==> config.mk <==
export PLATFORM = sky130hd
export DESIGN_NAME = dino_jump_ctrl_flat
export DESIGN_NICKNAME = d
export VERILOG_FILES = /design/src/rtl/dino_jump_ctrl_if.sv /design/src/rtl/dino_jump_ctrl.sv /design/src/flat_wrapper.sv
export SDC_FILE = /design/constraint.sdc
export NUM_CORES = 1
export LEC_CHECK = 0
export ABC_AREA = 1
export CORE_ASPECT_RATIO = 1.1
export CORE_UTILIZATION = 40
export DETAILED_ROUTE_END_ITERATION = 10
export GPL_ROUTABILITY_DRIVEN = 1
export SLEW_MARGIN = 40
export SYNTH_ARGS = -nofsm -noshare
export SYNTH_HDL_FRONTEND = slang
export SYNTH_SLANG_ARGS = --single-unit
==> constraint.sdc <==
create_clock -name clk -period 7.6 [get_ports clk]
set_input_delay 0.76 -clock clk [delete_from_list [all_inputs] [get_ports clk]]
set_output_delay 0.76 -clock clk [all_outputs]
set_load 0.02 [all_outputs]
==> src/rtl/dino_jump_ctrl_if.sv <==
// Signal bundle between the game sequencer and the dino jump controller.
// The sequencer drives the strobes and buttons; the controller returns motion state and height.
interface dino_jump_ctrl_if #(
  parameter int HW = 10
);
  logic          frameTick;
  logic [1:0]    gameState;
  logic          jumpBtn;
  logic          duckBtn;
  logic          Airborne;
  logic          onGround;
  logic          isDuck;
  logic [HW-1:0] dinoHeight;
  logic          landPulse;

  modport master (
    output frameTick, gameState, jumpBtn, duckBtn,
    input  Airborne, onGround, isDuck, dinoHeight, landPulse
  );

  modport slave (
    input  frameTick, gameState, jumpBtn, duckBtn,
    output Airborne, onGround, isDuck, dinoHeight, landPulse
  );
endinterface

==> src/rtl/dino_jump_ctrl.sv <==
// Per-frame jump/duck physics for the dino sprite: integrates height and velocity on
// each frame tick while playing, and reports the motion state to the sprite FSM.
//
// state    | meaning
// S_GROUND | standing on the ground, height 0
// S_RISE   | airborne, velocity > 0
// S_FALL   | airborne, velocity <= 0
module dino_jump_ctrl #(
  parameter int HW       = 10,
  parameter int VW       = 6,
  parameter int JUMP_VEL = 14,
  parameter int GRAVITY  = 1,
  parameter int FASTFALL = 3,
  parameter int MIN_VEL  = 6,
  parameter int TERM_VEL = 15
) (
  input logic             clk,
  input logic             rst,
  dino_jump_ctrl_if.slave bus
);

  typedef enum logic [1:0] {
    S_GROUND = 2'd0,
    S_RISE   = 2'd1,
    S_FALL   = 2'd2
  } state_t;

  localparam logic signed [VW-1:0] JUMP_V   = VW'(JUMP_VEL);
  localparam logic signed [VW-1:0] MIN_V    = VW'(MIN_VEL);
  localparam logic signed [VW:0]   GRAV_X   = (VW+1)'(GRAVITY);
  localparam logic signed [VW:0]   FF_X     = (VW+1)'(FASTFALL);
  localparam logic signed [VW:0]   TERM_NEG = (VW+1)'(-TERM_VEL);

  state_t                state_q, state_d;
  logic [HW-1:0]         h_q, h_d;
  logic signed [VW-1:0]  v_q, v_d;
  logic                  jump_req_q, jump_req_d;
  logic                  jump_btn_dly_q, jump_btn_dly_d;
  logic                  land_q, land_d;

  logic                  jump_rise;
  logic signed [VW-1:0]  v_eff;
  logic signed [VW:0]    v_ext;
  logic signed [VW:0]    v_dec;
  logic signed [HW:0]    h_sum;

  always_comb begin
    state_d        = state_q;
    h_d            = h_q;
    v_d            = v_q;
    land_d         = 1'b0;
    jump_btn_dly_d = bus.jumpBtn;
    jump_rise      = bus.jumpBtn & ~jump_btn_dly_q;
    jump_req_d     = bus.frameTick ? 1'b0 : (jump_req_q | jump_rise);
    v_eff          = v_q;
    v_ext          = '0;
    v_dec          = '0;
    h_sum          = '0;

    case (bus.gameState)
      2'b10: begin
        if (bus.frameTick) begin
          if (state_q == S_GROUND) begin
            if (jump_req_q | jump_rise) begin
              state_d = S_RISE;
              v_d     = JUMP_V;
            end
          end else begin
            // releasing the button early caps the climb for a short hop
            if ((state_q == S_RISE) && !bus.jumpBtn && (v_q > MIN_V))
              v_eff = MIN_V;
            h_sum = $signed({1'b0, h_q}) + {{(HW+1-VW){v_eff[VW-1]}}, v_eff};
            if (h_sum[HW] || (h_sum == '0)) begin
              state_d = S_GROUND;
              h_d     = '0;
              v_d     = '0;
              land_d  = 1'b1;
            end else begin
              h_d   = h_sum[HW-1:0];
              v_ext = {v_eff[VW-1], v_eff};
              v_dec = v_ext - GRAV_X - (bus.duckBtn ? FF_X : '0);
              if (v_dec < TERM_NEG)
                v_d = TERM_NEG[VW-1:0];
              else
                v_d = v_dec[VW-1:0];
              state_d = (!v_d[VW-1] && (v_d != '0)) ? S_RISE : S_FALL;
            end
          end
        end
      end
      2'b01: begin
        state_d = state_q;
      end
      default: begin
        state_d    = S_GROUND;
        h_d        = '0;
        v_d        = '0;
        jump_req_d = 1'b0;
      end
    endcase
  end

  always_ff @(posedge clk or negedge rst) begin
    if (!rst) begin
      state_q        <= S_GROUND;
      h_q            <= '0;
      v_q            <= '0;
      jump_req_q     <= 1'b0;
      jump_btn_dly_q <= 1'b0;
      land_q         <= 1'b0;
    end else begin
      state_q        <= state_d;
      h_q            <= h_d;
      v_q            <= v_d;
      jump_req_q     <= jump_req_d;
      jump_btn_dly_q <= jump_btn_dly_d;
      land_q         <= land_d;
    end
  end

  assign bus.Airborne   = (state_q == S_RISE) || (state_q == S_FALL);
  assign bus.onGround   = (state_q == S_GROUND);
  assign bus.isDuck     = (state_q == S_GROUND) && bus.duckBtn && (bus.gameState == 2'b10);
  assign bus.dinoHeight = h_q;
  assign bus.landPulse  = land_q;

endmodule

==> src/flat_wrapper.sv <==
// flat-port wrapper written by rule: the top's interface ports become plain ports
module dino_jump_ctrl_flat 
#(
  parameter int HW       = 10,
  parameter int VW       = 6,
  parameter int JUMP_VEL = 14,
  parameter int GRAVITY  = 1,
  parameter int FASTFALL = 3,
  parameter int MIN_VEL  = 6,
  parameter int TERM_VEL = 15
)
  (clk, rst, bus_frameTick, bus_gameState, bus_jumpBtn, bus_duckBtn, bus_Airborne, bus_onGround, bus_isDuck, bus_dinoHeight, bus_landPulse);
  dino_jump_ctrl_if #(.HW(HW)) bus_i ();
  input logic clk;
  input logic rst;
  input wire logic [$bits(bus_i.frameTick)-1:0] bus_frameTick;
  input wire logic [$bits(bus_i.gameState)-1:0] bus_gameState;
  input wire logic [$bits(bus_i.jumpBtn)-1:0] bus_jumpBtn;
  input wire logic [$bits(bus_i.duckBtn)-1:0] bus_duckBtn;
  output wire logic [$bits(bus_i.Airborne)-1:0] bus_Airborne;
  output wire logic [$bits(bus_i.onGround)-1:0] bus_onGround;
  output wire logic [$bits(bus_i.isDuck)-1:0] bus_isDuck;
  output wire logic [$bits(bus_i.dinoHeight)-1:0] bus_dinoHeight;
  output wire logic [$bits(bus_i.landPulse)-1:0] bus_landPulse;
  assign bus_i.frameTick = bus_frameTick;
  assign bus_i.gameState = bus_gameState;
  assign bus_i.jumpBtn = bus_jumpBtn;
  assign bus_i.duckBtn = bus_duckBtn;
  assign bus_Airborne = bus_i.Airborne;
  assign bus_onGround = bus_i.onGround;
  assign bus_isDuck = bus_i.isDuck;
  assign bus_dinoHeight = bus_i.dinoHeight;
  assign bus_landPulse = bus_i.landPulse;
  dino_jump_ctrl #(.HW(HW), .VW(VW), .JUMP_VEL(JUMP_VEL), .GRAVITY(GRAVITY), .FASTFALL(FASTFALL), .MIN_VEL(MIN_VEL), .TERM_VEL(TERM_VEL)) u_core (.clk(clk), .rst(rst), .bus(bus_i));
endmodule
==> PnR_summary.wiki, run 1 <==
{| class="wikitable"
! Metric !! Value
|-
| Origin of the critical flop-to-flop path || u_core.v_q[5]
|-
| Critical path buffers and inverters || 2
|-
| Vertical die dimension || 72.3 um
|-
| Wire length of the first global-routing pass || ~7.0 mm
|-
| Worst-margin pin slew || about 0.67 ns
|-
| Most prevalent standard cell on the critical path || nand2_1
|-
| Final-layout setup total negative slack || 0 ns
|-
| Worst r2r path cells || 20
|-
| Register-to-register setup slack || 4.65 ns
|-
| Post-route antenna net violation count || 0
|-
| Post-synthesis async set-or-reset flop share || between 90% and 100%
|-
| Setup crit start kind || primary input
|-
| Commonest register cell after synthesis || dfrtp_1
|-
| Synth cell types || 32
|-
| Antenna diodes || 0
|-
| Worst reg2reg endpoint || u_core.v_q[2]
|-
| Synthesized area per cell || 7.06 um^2
|-
| Hold Buf Count CTS || 0
|-
| Max-slew violation count || 0
|-
| Total power consumption of the routed design || approximately 0.36 mW
|-
| Die extent in x || 65.9 um
|-
| Ports || 21
|-
| Non-filler cells, final || 331
|-
| Yosys warning count || 0
|-
| Most used routing layer in global routing || met2
|-
| Type of the worst setup path || primary input to flip-flop
|-
| Crit-path max FO || 9
|-
| Std cell rows || 25
|-
| Hold WC Path Type || primary input to async pin
|-
| Cells traversed along the worst timing path || clkdlybuf4s50_1, nor2_4, nand2_4, inv_1, or2_2, ha_1, a21o_1, nand2_2, nand2_2, nand2_1, nand2_1, nand3_1, nand3_1, nand2_1, nand4_4, nand3_1, nand2_1, nand2_1, nand2_1
|-
| Number of flops mapped to enable cells by yosys || 0
|-
| Placed wire-length estimate || 3.24 mm
|-
| Category of the worst setup path capture point || flip-flop
|-
| Core area || roughly 4300 um^2
|-
| Final Hold Vio Count || 0
|-
| CP max stage delay || 0.54 ns
|-
| Buffer count from post-CTS setup fixing || 0
|-
| # Max-Cap Violations || 0
|-
| Slowest stage cell, crit path || clkdlybuf4s50_1
|-
| Met1 Resource Use GR || 24.8%
|-
| Sequential area share after synthesis || 29.2%
|-
| TritonCTS buffer count || 3
|-
| CTS root buf || clkbuf_8
|-
| Overall die area || between 4000 and 5000 um^2
|-
| Fraction of layout instances using a drive strength above 1 || 10.8%
|-
| Global routing met2 resource utilization || 34.4%
|-
| Resize count post-CTS || 0
|-
| Area Overhead vs Synth || 17.0%
|-
| Cell family with the largest share of critical-path delay || simple AND/OR/NAND/NOR gates
|-
| Clock-pin slew on the worst setup and hold paths || 0.09 ns
|-
| Number of synthesized register bits || 21
|-
| Synth Net Count || 279
|-
| Number of levels the H-tree was split into || 1
|-
| Met3 track demand over resource in global routing || 2.36%
|-
| Iteration-0 DRC count of the detailed router || 112
|-
| Number of DRC violations after detailed routing || 0
|-
| Worst ir drop on vdd || 0.000106 V
|-
| Maximum number of pins on one net before global-route repair || 22
|-
| Pwr dens || 172 nW/um^2
|-
| Static Leakage || 1.18 nW
|-
| Summed instance area of the synthesized netlist || 1800 um^2
|-
| FMAX || 308 MHz
|-
| Pre-Repair DR Iteration Count || 4
|-
| Cell Count Post-Placement || 327
|-
| Number of nets at the end of the flow || 302
|-
| Setup repair after global routing missed its margin || no
|-
| Worst Path Required || 7.76 ns
|-
| Total routed wirelength || between 4 and 5 mm
|-
| Worst slack on hold paths || 0.447 ns
|-
| Final clock skew || ~0.0091 ns
|-
| Number of sinks driven by the clock tree || 21
|-
| Outcome || complete, no violations
|-
| Clock buffer depth || 2
|-
| Routed vias || between 1,500 and 2,000
|-
| Vias in the first global route || 1,512
|-
| Period Utilization, post-route || 42.7%
|-
| Vias per cell || 4.91
|-
| Port Buf Inserts || 20
|-
| Initial antenna violation count || 0
|-
| Minimum period implied by the final worst setup slack || ~3.2 ns
|-
| Count of mapped cells out of synthesis || 255
|-
| Setup-violating endpoint count in the final report || 0
|-
| Initial standard-cell utilization of the core || 41.7%
|-
| Arrival time worst endpoint || 3.41 ns
|-
| Total gr overflow || 0
|-
| Worst-Skew Late Latency || ~0.27 ns
|-
| Routed wire per std cell || 12.5 um
|-
| All-layer global routing usage || roughly 19%
|-
| Number of fill cells in the layout || 446
|-
| Routability cong. || 0.852
|-
| CTS tree || done
|-
| Rel. slew slack || 54.8%
|}
==> metrics by stage <==
stage / cell area [um^2] / utilization [%] / setup slack [ns]
after floorplan: 1800 / - / 4.89
after global placement: 2060 / 47.7 / 4.08
after detailed placement: 2060 / 47.7 / 4.03
after CTS: 2110 / 48.8 / 4.33
after global routing: 2110 / 48.8 / 4.13
final: 2110 / 48.8 / 4.35
==> sequential cells by signal, indices dropped and copies added (netlist names) <==
signal and cells:
u_core.bus.dinoHeight 10, u_core.v_q 6, u_core.state_q 2, u_core.bus.landPulse 1
u_core.jump_btn_dly_q 1, u_core.jump_req_q 1
==> cell usage in the layout, fill, tap and decap left out, types with 2 or more instances in the layout <==
cell type and n:
ha_1 15, o22ai_1 3, nor2_4 2, o21ai_0 3
clkdlybuf4s50_1 19, nand2_4 6, inv_1 36, nor2_2 3
inv_2 2, fa_1 2, xor2_1 2, nand2_1 82
dfrtp_1 21, a21oi_1 9, nand3b_1 2, nand4_1 2
nor2_1 16, clkbuf_8 3, nand3_1 23, o21ai_1 6
nand3_2 2, nand2_2 4
==> worst register-to-register path: cells and delay by family (launching register included) <==
family	cells	cell delay, ns
AOI/OAI and AO/OA	1	0.18
adders and majority gates	1	0.29
buffers and inverters	2	0.18
DFF	1	0.54
and+or+nand+nor	16	1.65
==> cell usage after synthesis (2+ instances only) <==
library cell  count  area [um^2]
nand2_1          82          308
inv_1            36          135
nand3_1          23          115
dfrtp_1          21          526
nor2_1           16         60.1
ha_1             15          188
a21oi_1           9         45.0
nand2_4           6         67.6
o21ai_1           6         30.0
nand2_2           4         25.0
nor2_2            3         18.8
o21ai_0           3         15.0
o22ai_1           3         18.8
clkbuf_1          2         7.51
fa_1              2         40.0
inv_2             2         7.51
nand3_2           2         20.0
nand3b_1          2         15.0
nand4_1           2         12.5
nor2_4            2         22.5
nor3_1            2         10.0
xor2_1            2         17.5
==> cell type report <==
cell class / count / area, um^2 / area share [%]
clock buffer: 3 / 41.3 / 1.96
clock inverter: 1 / 5.00 / 0.238
inverter: 38 / 143 / 6.77
multi-input combinational: 194 / 1130 / 53.6
sequential: 21 / 526 / 25.0
tap: 54 / 67.6 / 3.21
timing repair buffer: 20 / 195 / 9.27
==> worst max path at each step <==
stage | start | endpoint | depth (start not counted)
finish | bus_jumpBtn | u_core.v_q[2] | 19
global route | bus_jumpBtn | u_core.v_q[2] | 18
CTS | bus_jumpBtn | u_core.v_q[2] | 19
detailed placement | bus_jumpBtn | u_core.v_q[2] | 19
global placement | bus_jumpBtn | u_core.v_q[3] | 19
floorplan | bus_jumpBtn | u_core.state_q[0] | 18
==> per-layer routing <==
| layer | share of wire, % | up-vias |
|---|---|---|
| met5 | 0 | - |
| met1 | 45 | 734 |
| met4 | 0.75 | 0 |
| met3 | 3.7 | 4 |
| met2 | 50 | 29 |
| li1 | - | 859 |
==> logic make-up (layout without fill, tap and decap cells) <==
group	count (synthesis)	count (layout)	share of synthesized area, %
flops	21	21	29.2
compound gates	27	27	8.76
buf+inv	40	62	8.35
fa+ha+maj	17	17	12.7
xor+xnor	2	2	0.974
simple gates	148	148	40.1
==> power by group <==
group / internal, mW / total (mW) / switching (mW)
clock network: 0.0367 / 0.0801 / 0.0434
logic: 0.0579 / 0.158 / 0.100
registers: 0.118 / 0.125 / 0.00666
total: 0.213 / 0.363 / 0.150
(Power assumes the default switching activity.)
==> run 2, diff against run 1 <==
==> constraint.sdc (replaced) <==
create_clock -name clk -period 3.38 [get_ports clk]
set_input_delay 0.338 -clock clk [delete_from_list [all_inputs] [get_ports clk]]
set_output_delay 0.338 -clock clk [all_outputs]
set_load 0.02 [all_outputs]
==> PnR_summary.wiki, run 2 (same netlist as run 1, synthesis figures left out) <==
{| class="wikitable"
! Metric !! Value
|-
| Area of all placed cells without fillers || 2120 um^2 (+0.48%)
|-
| Total number of cells along the worst setup path || 20 (+1)
|-
| Final-layout setup total negative slack || 0 ns (unchanged)
|-
| Worst ir drop on vdd || 0.000175 V (+65%)
|-
| Area Overhead vs Synth || 17.6%
|-
| Slowest stage cell, crit path || dfrtp_1
|-
| Pwr dens || 386 nW/um^2 (+120%)
|-
| Post-route antenna net violation count || 0 (unchanged)
|-
| Register-to-register setup slack || 0.46 ns (-4.19 ns)
|-
| Port Buf Inserts || 20 (unchanged)
|-
| Setup repair after global routing missed its margin || no
|-
| Outcome || complete, no violations
|-
| Iteration-0 DRC count of the detailed router || 83 (-26%)
|-
| Origin of the critical flop-to-flop path || u_core.v_q[5]
|-
| # Max-Cap Violations || 0 (unchanged)
|-
| Routed vias || 1,628 (+0.12%)
|-
| FMAX || 342 MHz
|-
| CTS root buf || clkbuf_8
|-
| Static Leakage || 1.19 nW (+0.82%)
|-
| Resize count post-CTS || 0 (unchanged)
|-
| Placed wire-length estimate || 3.25 mm (+0.41%)
|-
| Number of fill cells in the layout || 454 (+1.8%)
|-
| Vias per cell || 4.89 (-0.48%)
|-
| CTS tree || done
|-
| Worst-margin pin slew || 0.496 ns (-0.175 ns)
|-
| Cells traversed along the worst timing path || inv_2, nand2_2, nor2_4, nand2_4, inv_1, or2_2, ha_1, a21o_1, nand2_2, nand2_2, nand2_1, nand2_1, nand3_1, nand3_1, nand2_1, nand4_4, nand3_1, nand2_1, nand2_1, nand2_1
|-
| CP max stage delay || 0.53 ns (about the same)
|-
| Cell Count Post-Placement || 329 (+0.61%)
|-
| Most prevalent standard cell on the critical path || nand2_1
|-
| Post-placement worst setup slack || 0.237 ns (-3.80 ns)
|-
| Minimum period implied by the final worst setup slack || 2.92 ns
|-
| Core area || 4320 um^2 (unchanged)
|-
| All-layer global routing usage || 19.5% (+0.23 points)
|-
| Placement-stage cell area || 2070 um^2 (+0.49%)
|-
| Number of levels the H-tree was split into || 1 (unchanged)
|-
| Rel. slew slack || 66.9% (+12 points)
|-
| Sw frac || 41.1% (-0.28 points)
|-
| Vias in the first global route || 1,526 (+0.93%)
|-
| Setup slack of the critical path after layout || 0.460 ns (-3.89 ns)
|-
| Clock buffer depth || 2 (unchanged)
|-
| Category of the worst setup path capture point || flip-flop
|-
| Setup crit start kind || flip-flop
|-
| Number of nets at the end of the flow || 304 (+0.66%)
|-
| Hold WC Path Type || primary input to async pin
|-
| Commonest cells after routing, fill and taps aside || 82 x nand2_1, 36 x inv_1, 23 x nand3_1
|-
| Share of power burned in combinational logic || 44.0% (+0.4 points)
|-
| Worst reg2reg endpoint || u_core.v_q[2]
|-
| Total gr overflow || 0 (unchanged)
|-
| Type of the worst setup path || flip-flop to flip-flop
|-
| Std cell rows || 25 (unchanged)
|-
| Flip-flop count of the largest register after layout || 10 (unchanged)
|-
| Cell family with the largest share of critical-path delay || simple AND/OR/NAND/NOR gates
|-
| Ports || 21 (unchanged)
|-
| Die extent in x || 65.9 um (unchanged)
|-
| Arrival time worst endpoint || 3.09 ns (-0.32 ns)
|-
| Crit-path max FO || 9 (unchanged)
|-
| Hold Buf Count CTS || 0 (unchanged)
|-
| Antenna diodes || 0 (unchanged)
|-
| Worst slack on hold paths || 0.0205 ns (-0.426 ns)
|-
| Clock-pin slew on the worst setup and hold paths || 0.09 ns (about the same)
|-
| Worst Path Required || 3.55 ns (-4.21 ns)
|-
| Initial antenna violation count || 0 (unchanged)
|-
| Period Utilization, post-route || 86.4%
|-
| Final clock skew || 0.00558 ns (-0.00355 ns)
|-
| Post-layout utilization of the core || 49.0% (+0.23 points)
|-
| Overall die area || 4770 um^2 (unchanged)
|-
| Fraction of layout instances using a drive strength above 1 || 11.1% (+0.28 points)
|-
| Maximum number of pins on one net before global-route repair || 22 (unchanged)
|-
| Commonest non-fill, non-tap cell in the layout || nand2_1
|-
| Max-slew violation count || 0 (unchanged)
|-
| Pre-Repair DR Iteration Count || 4 (unchanged)
|-
| Critical path buffers and inverters || 2 (unchanged)
|-
| Setup-violating endpoint count in the final report || 0 (unchanged)
|-
| Sequential cell fraction of total power || 34.3% (about the same)
|-
| Worst-Skew Late Latency || 0.27 ns (about the same)
|-
| Routability cong. || 0.863 (+1.3%)
|-
| Routed wire per std cell || 12.3 um (-1.5%)
|-
| Number of DRC violations after detailed routing || 0 (unchanged)
|-
| TritonCTS buffer count || 3 (unchanged)
|-
| Initial standard-cell utilization of the core || 41.7% (unchanged)
|-
| Final Hold Vio Count || 0 (unchanged)
|-
| Worst setup path endpoint || u_core.v_q[2]
|-
| Total power consumption of the routed design || 0.817 mW (+120%)
|-
| Sw power || 0.336 mW (+120%)
|-
| Worst setup startpoint || u_core.v_q[5]
|-
| Number of sinks driven by the clock tree || 21 (unchanged)
|-
| Vertical die dimension || 72.3 um (unchanged)
|-
| Non-filler cells, final || 333 (+0.60%)
|-
| Cell internal power dissipation || 0.481 mW (+130%)
|-
| Buffer count from post-CTS setup fixing || 0 (unchanged)
|-
| Wire length of the first global-routing pass || 7.00 mm (+0.10%)
|-
| Worst r2r path cells || 20 (unchanged)
|-
| Power share of the clock group || 21.7% (-0.4 points)
|-
| Total routed wirelength || 4.10 mm (-0.89%)
|}
## run 2: cell count changes in the layout (fill, tap and decap cells not counted)
cell,before,now
buf_4,0,2
nor3_1,1,2
nor3_2,1,0
## run 2: power groups by stage
stage	logic (mW)	clock network, mW	registers (mW)
after floorplan	0.272	0	0.283
after global routing	0.414	0.194	0.282
after detailed placement	0.362	0	0.285
final	0.359	0.177	0.280
after global placement	0.362	0	0.285
after CTS	0.364	0.184	0.280
## run 2: final cells by class
class	count	area, um^2	area share (%)
well taps	54	67.6	3.19
repair buffers	22	210	9.93
flip-flops and latches	21	526	24.8
inverters	38	143	6.74
clock buffers	3	41.3	1.95
clock inverters	1	5.00	0.237
multi-input cells	194	1120	53.1
## run 2: worst min path at each step
stage / from / to / cells past startpoint / slack, ns
2_1_floorplan: rst / u_core.bus.dinoHeight[0] / 0 / 0.04
3_3_place_gp: u_core.v_q[2] / u_core.v_q[2] / 2 / 0.49
3_5_place_dp: rst / u_core.v_q[0] / 1 / 0.34
4_1_cts: rst / u_core.v_q[3] / 1 / 0.05
5_1_grt: rst / u_core.v_q[3] / 1 / 0.07
6_report: rst / u_core.v_q[3] / 1 / 0.02
## run 2: routing by layer
| metal | routed length, um | share of wire (%) | track usage [%] |
|---|---|---|---|
| met3 | 100 | 2.4 | 2.36 |
| met2 | 2020 | 49 | 33.9 |
| met4 | 60 | 1.5 | 6.38 |
| met1 | 1920 | 47 | 25.0 |
| met5 | 0 | 0 | 0 |
## run 2: worst register-to-register path, delay by kind of cell, from the launching register on
kind                     cells  cell delay (ns)
AO/OA/AOI/OAI                1             0.19
flip-flops                   1             0.53
buffers and inverters        2             0.18
adder cells (fa/ha/maj)      1             0.29
AND/OR/NAND/NOR             16             1.62
==> run 3, diff against run 2 <==
--- a/config.mk
+++ b/config.mk
@@ -14,3 +14,4 @@
 export SYNTH_ARGS = -nofsm -noshare
 export SYNTH_HDL_FRONTEND = slang
 export SYNTH_SLANG_ARGS = --single-unit
+export TNS_END_PERCENT = 50
==> constraint.sdc (replaced) <==
create_clock -name clk -period 2.5 [get_ports clk]
set_input_delay 0.25 -clock clk [delete_from_list [all_inputs] [get_ports clk]]
set_output_delay 0.25 -clock clk [all_outputs]
set_load 0.02 [all_outputs]
==> PnR_summary.wiki, run 3 (same netlist as run 1, synthesis figures left out) <==
{| class="wikitable"
! Metric !! Value
|-
| Outcome || finished with violations
|-
| Violations in the final reports || negative setup slack
|-
| Number of sinks driven by the clock tree || 21 (unchanged)
|-
| Routed wire per std cell || 13.2 um (+7.0%)
|-
| Worst Path Required || 2.66 ns (-0.89 ns)
|-
| Number of nets at the end of the flow || 348 (+14%)
|-
| FMAX || 378 MHz (+10%)
|-
| Static Leakage || 1.43 nW (+20%)
|-
| Clock-pin slew on the worst setup and hold paths || 0.09 ns (about the same)
|-
| Worst-margin pin slew || 0.683 ns (+0.187 ns)
|-
| Most prevalent standard cell on the critical path || nand2_2
|-
| Final clock skew || 0.0115 ns (+0.00592 ns)
|-
| Routed vias || 1,850 (+14%)
|-
| All-layer global routing usage || 23.4% (+3.8 points)
|-
| Most used routing layer in global routing || met2
|-
| Ports || 21 (unchanged)
|-
| Critical path buffers and inverters || 1 (-1)
|-
| Placed wire-length estimate || 3.66 mm (+12%)
|-
| Port Buf Inserts || 20 (unchanged)
|-
| Met3 track demand over resource in global routing || 2.04% (-0.31 points)
|-
| Max-slew violation count || 0 (unchanged)
|-
| Post-route antenna net violation count || 0 (unchanged)
|-
| Total power consumption of the routed design || 1.40 mW (+71%)
|-
| Commonest non-fill, non-tap cell in the layout || nand2_1
|-
| Area occupied by multi-input gates || 1370 um^2 (+22%)
|-
| Setup crit start kind || flip-flop
|-
| Total gr overflow || 0 (unchanged)
|-
| Post-placement worst setup slack || -0.413 ns (-0.650 ns)
|-
| CTS tree || done
|-
| Setup repair after global routing missed its margin || yes
|-
| Number of levels the H-tree was split into || 1 (unchanged)
|-
| Register-to-register setup slack || -0.15 ns (-0.61 ns)
|-
| TritonCTS buffer count || 3 (unchanged)
|-
| Area Overhead vs Synth || 49.9%
|-
| Fraction of layout instances using a drive strength above 1 || 36.8% (+26 points)
|-
| Vias per cell || 4.91 (+0.37%)
|-
| Hold WC Path Type || primary input to async pin
|-
| Setup-violating endpoint count in the final report || 10 (+10)
|-
| Wire length of the first global-routing pass || 8.43 mm (+20%)
|-
| Setup slack of the critical path after layout || -0.148 ns (-0.607 ns)
|-
| Clock buffer depth || 2 (unchanged)
|-
| Crit-path max FO || 5 (-4)
|-
| Worst-Skew Late Latency || 0.28 ns (about the same)
|-
| Arrival time worst endpoint || 2.81 ns (-0.28 ns)
|-
| Cell family with the largest share of critical-path delay || simple AND/OR/NAND/NOR gates
|-
| Cells traversed along the worst timing path || ha_4, nand2_4, nor2_4, nand2_4, inv_4, or2_4, ha_4, a21o_1, nand2_2, nand2_2, nand2_2, nand2_2, nand2_2, nand2_2, nand3_2, nor2_4, nand4_4, nand3_2, nand2_1, nand2_1, nand2_1
|-
| Pre-Repair DR Iteration Count || 4 (unchanged)
|-
| Sequential cell area || 526 um^2 (unchanged)
|-
| Core area || 4320 um^2 (unchanged)
|-
| Vertical die dimension || 72.3 um (unchanged)
|-
| Maximum number of pins on one net before global-route repair || 22 (unchanged)
|-
| Rel. slew slack || 54.1% (-13 points)
|-
| Worst ir drop on vdd || 0.000240 V (+37%)
|-
| Category of the worst setup path capture point || flip-flop
|-
| Overall die area || 4770 um^2 (unchanged)
|-
| Die extent in x || 65.9 um (unchanged)
|-
| Slowest stage cell, crit path || dfrtp_1
|-
| Type of the worst setup path || flip-flop to flip-flop
|-
| Total routed wirelength || 4.97 mm (+21%)
|-
| Final Hold Vio Count || 0 (unchanged)
|-
| Number of fill cells in the layout || 404 (-11%)
|-
| CTS root buf || clkbuf_8
|-
| Std cell rows || 25 (unchanged)
|-
| # Max-Cap Violations || 0 (unchanged)
|-
| Commonest cells after routing, fill and taps aside || 68 x nand2_1, 44 x buf_4, 34 x inv_1
|-
| Initial antenna violation count || 0 (unchanged)
|-
| Flip-flop count of the largest register after layout || 10 (unchanged)
|-
| Period Utilization, post-route || 106% (+20 points)
|-
| Antenna diodes || 0 (unchanged)
|-
| Number of DRC violations after detailed routing || 0 (unchanged)
|-
| CP max stage delay || 0.41 ns (-0.12 ns)
|-
| Pwr dens || 519 nW/um^2 (+35%)
|-
| Met1 Resource Use GR || 27.6% (+2.6 points)
|-
| Iteration-0 DRC count of the detailed router || 61 (-27%)
|-
| Initial standard-cell utilization of the core || 41.7% (unchanged)
|-
| Minimum period implied by the final worst setup slack || 2.65 ns (-0.273 ns)
|-
| Global routing met2 resource utilization || 42.7% (+8.8 points)
|-
| Vias in the first global route || 1,850 (+21%)
|-
| Routability cong. || 0.816 (-5.5%)
|}
run 3: cell types whose count changed in the layout (fill, tap and decap cells not counted), moves of 3 or more:
cell / previous run / this run
nand2_2: 4 / 17
nand2_1: 82 / 68
nand3_1: 23 / 15
a21oi_2: 1 / 6
ha_4: 0 / 5
buf_4: 2 / 44
nor2_1: 16 / 10
nor2_2: 3 / 6
nor2_4: 2 / 5
a21oi_1: 9 / 4
ha_1: 15 / 10
nand3_2: 2 / 10
run 3: final cells by class:
type | count | area share, %
multi-input combinational | 195 | 50.9
timing repair buffer | 65 | 20.1
tap | 54 | 2.51
sequential | 21 | 19.5
clock buffer | 4 | 1.67
inverter | 38 | 5.38
run 3: worst paths after layout:
path                                               start                       end  cells after the start
worst min register to register  u_core.bus.dinoHeight[7]  u_core.bus.dinoHeight[7]                      2
max in group asynchronous                            rst  u_core.bus.dinoHeight[9]                      2
worst min-delay path                                 rst             u_core.v_q[1]                      2
worst max register to register         u_core.state_q[0]             u_core.v_q[3]                     21
worst max-delay path                   u_core.state_q[0]             u_core.v_q[3]                     21
min in group clk                u_core.bus.dinoHeight[7]  u_core.bus.dinoHeight[7]                      2
run 3: routing by layer:
layer,part of all wire (%),up-vias
met1,43,855
met4,2.2,0
met5,0,-
met3,2.3,9
li1,-,955
met2,53,31
run 3: power by group:
group	switching, mW	internal [mW]
sequential	0.0146	0.359
combinational	0.430	0.355
clock	0.127	0.114
total	0.572	0.829
run 3: repair_timing:
item	in CTS	in global routing
setup buffers	8	1
resized for setup	26	20
cloned	1	0
endpoints found under the setup margin	19	19
pin swaps	21	9
hold buffers	0	0
run 3: metrics by stage:
| stage | instance area (um^2) | hold slack [ns] | utilization (%) | TNS [ns] | std cells |
|---|---|---|---|---|---|
| final | 2700 | 0.314 | 62.5 | -1.01 | 377 |
| after floorplan | 1850 | -0.0456 | - | -0.0101 | 255 |
| after global routing | 2700 | 0.359 | 62.5 | -3.86 | 377 |
| after detailed placement | 2380 | 0.511 | 55.0 | -5.40 | 363 |
| after CTS | 2620 | 0.330 | 60.8 | -0.991 | 376 |
| after global placement | 2380 | 0.503 | 55.0 | -4.28 | 363 |
run 3: worst register-to-register path: stages (launching register included):
cell and delay (ns):
dfrtp_1 0.41, ha_4 0.17, nand2_4 0.05, nor2_4 0.04
nand2_4 0.07, inv_4 0.05, or2_4 0.27, ha_4 0.27
a21o_1 0.11, nand2_2 0.06, nand2_2 0.08, nand2_2 0.07
nand2_2 0.08, nand2_2 0.06, nand2_2 0.08, nand3_2 0.09
nor2_4 0.17, nand4_4 0.15, nand3_2 0.11, nand2_1 0.05
nand2_1 0.05, nand2_1 0.05
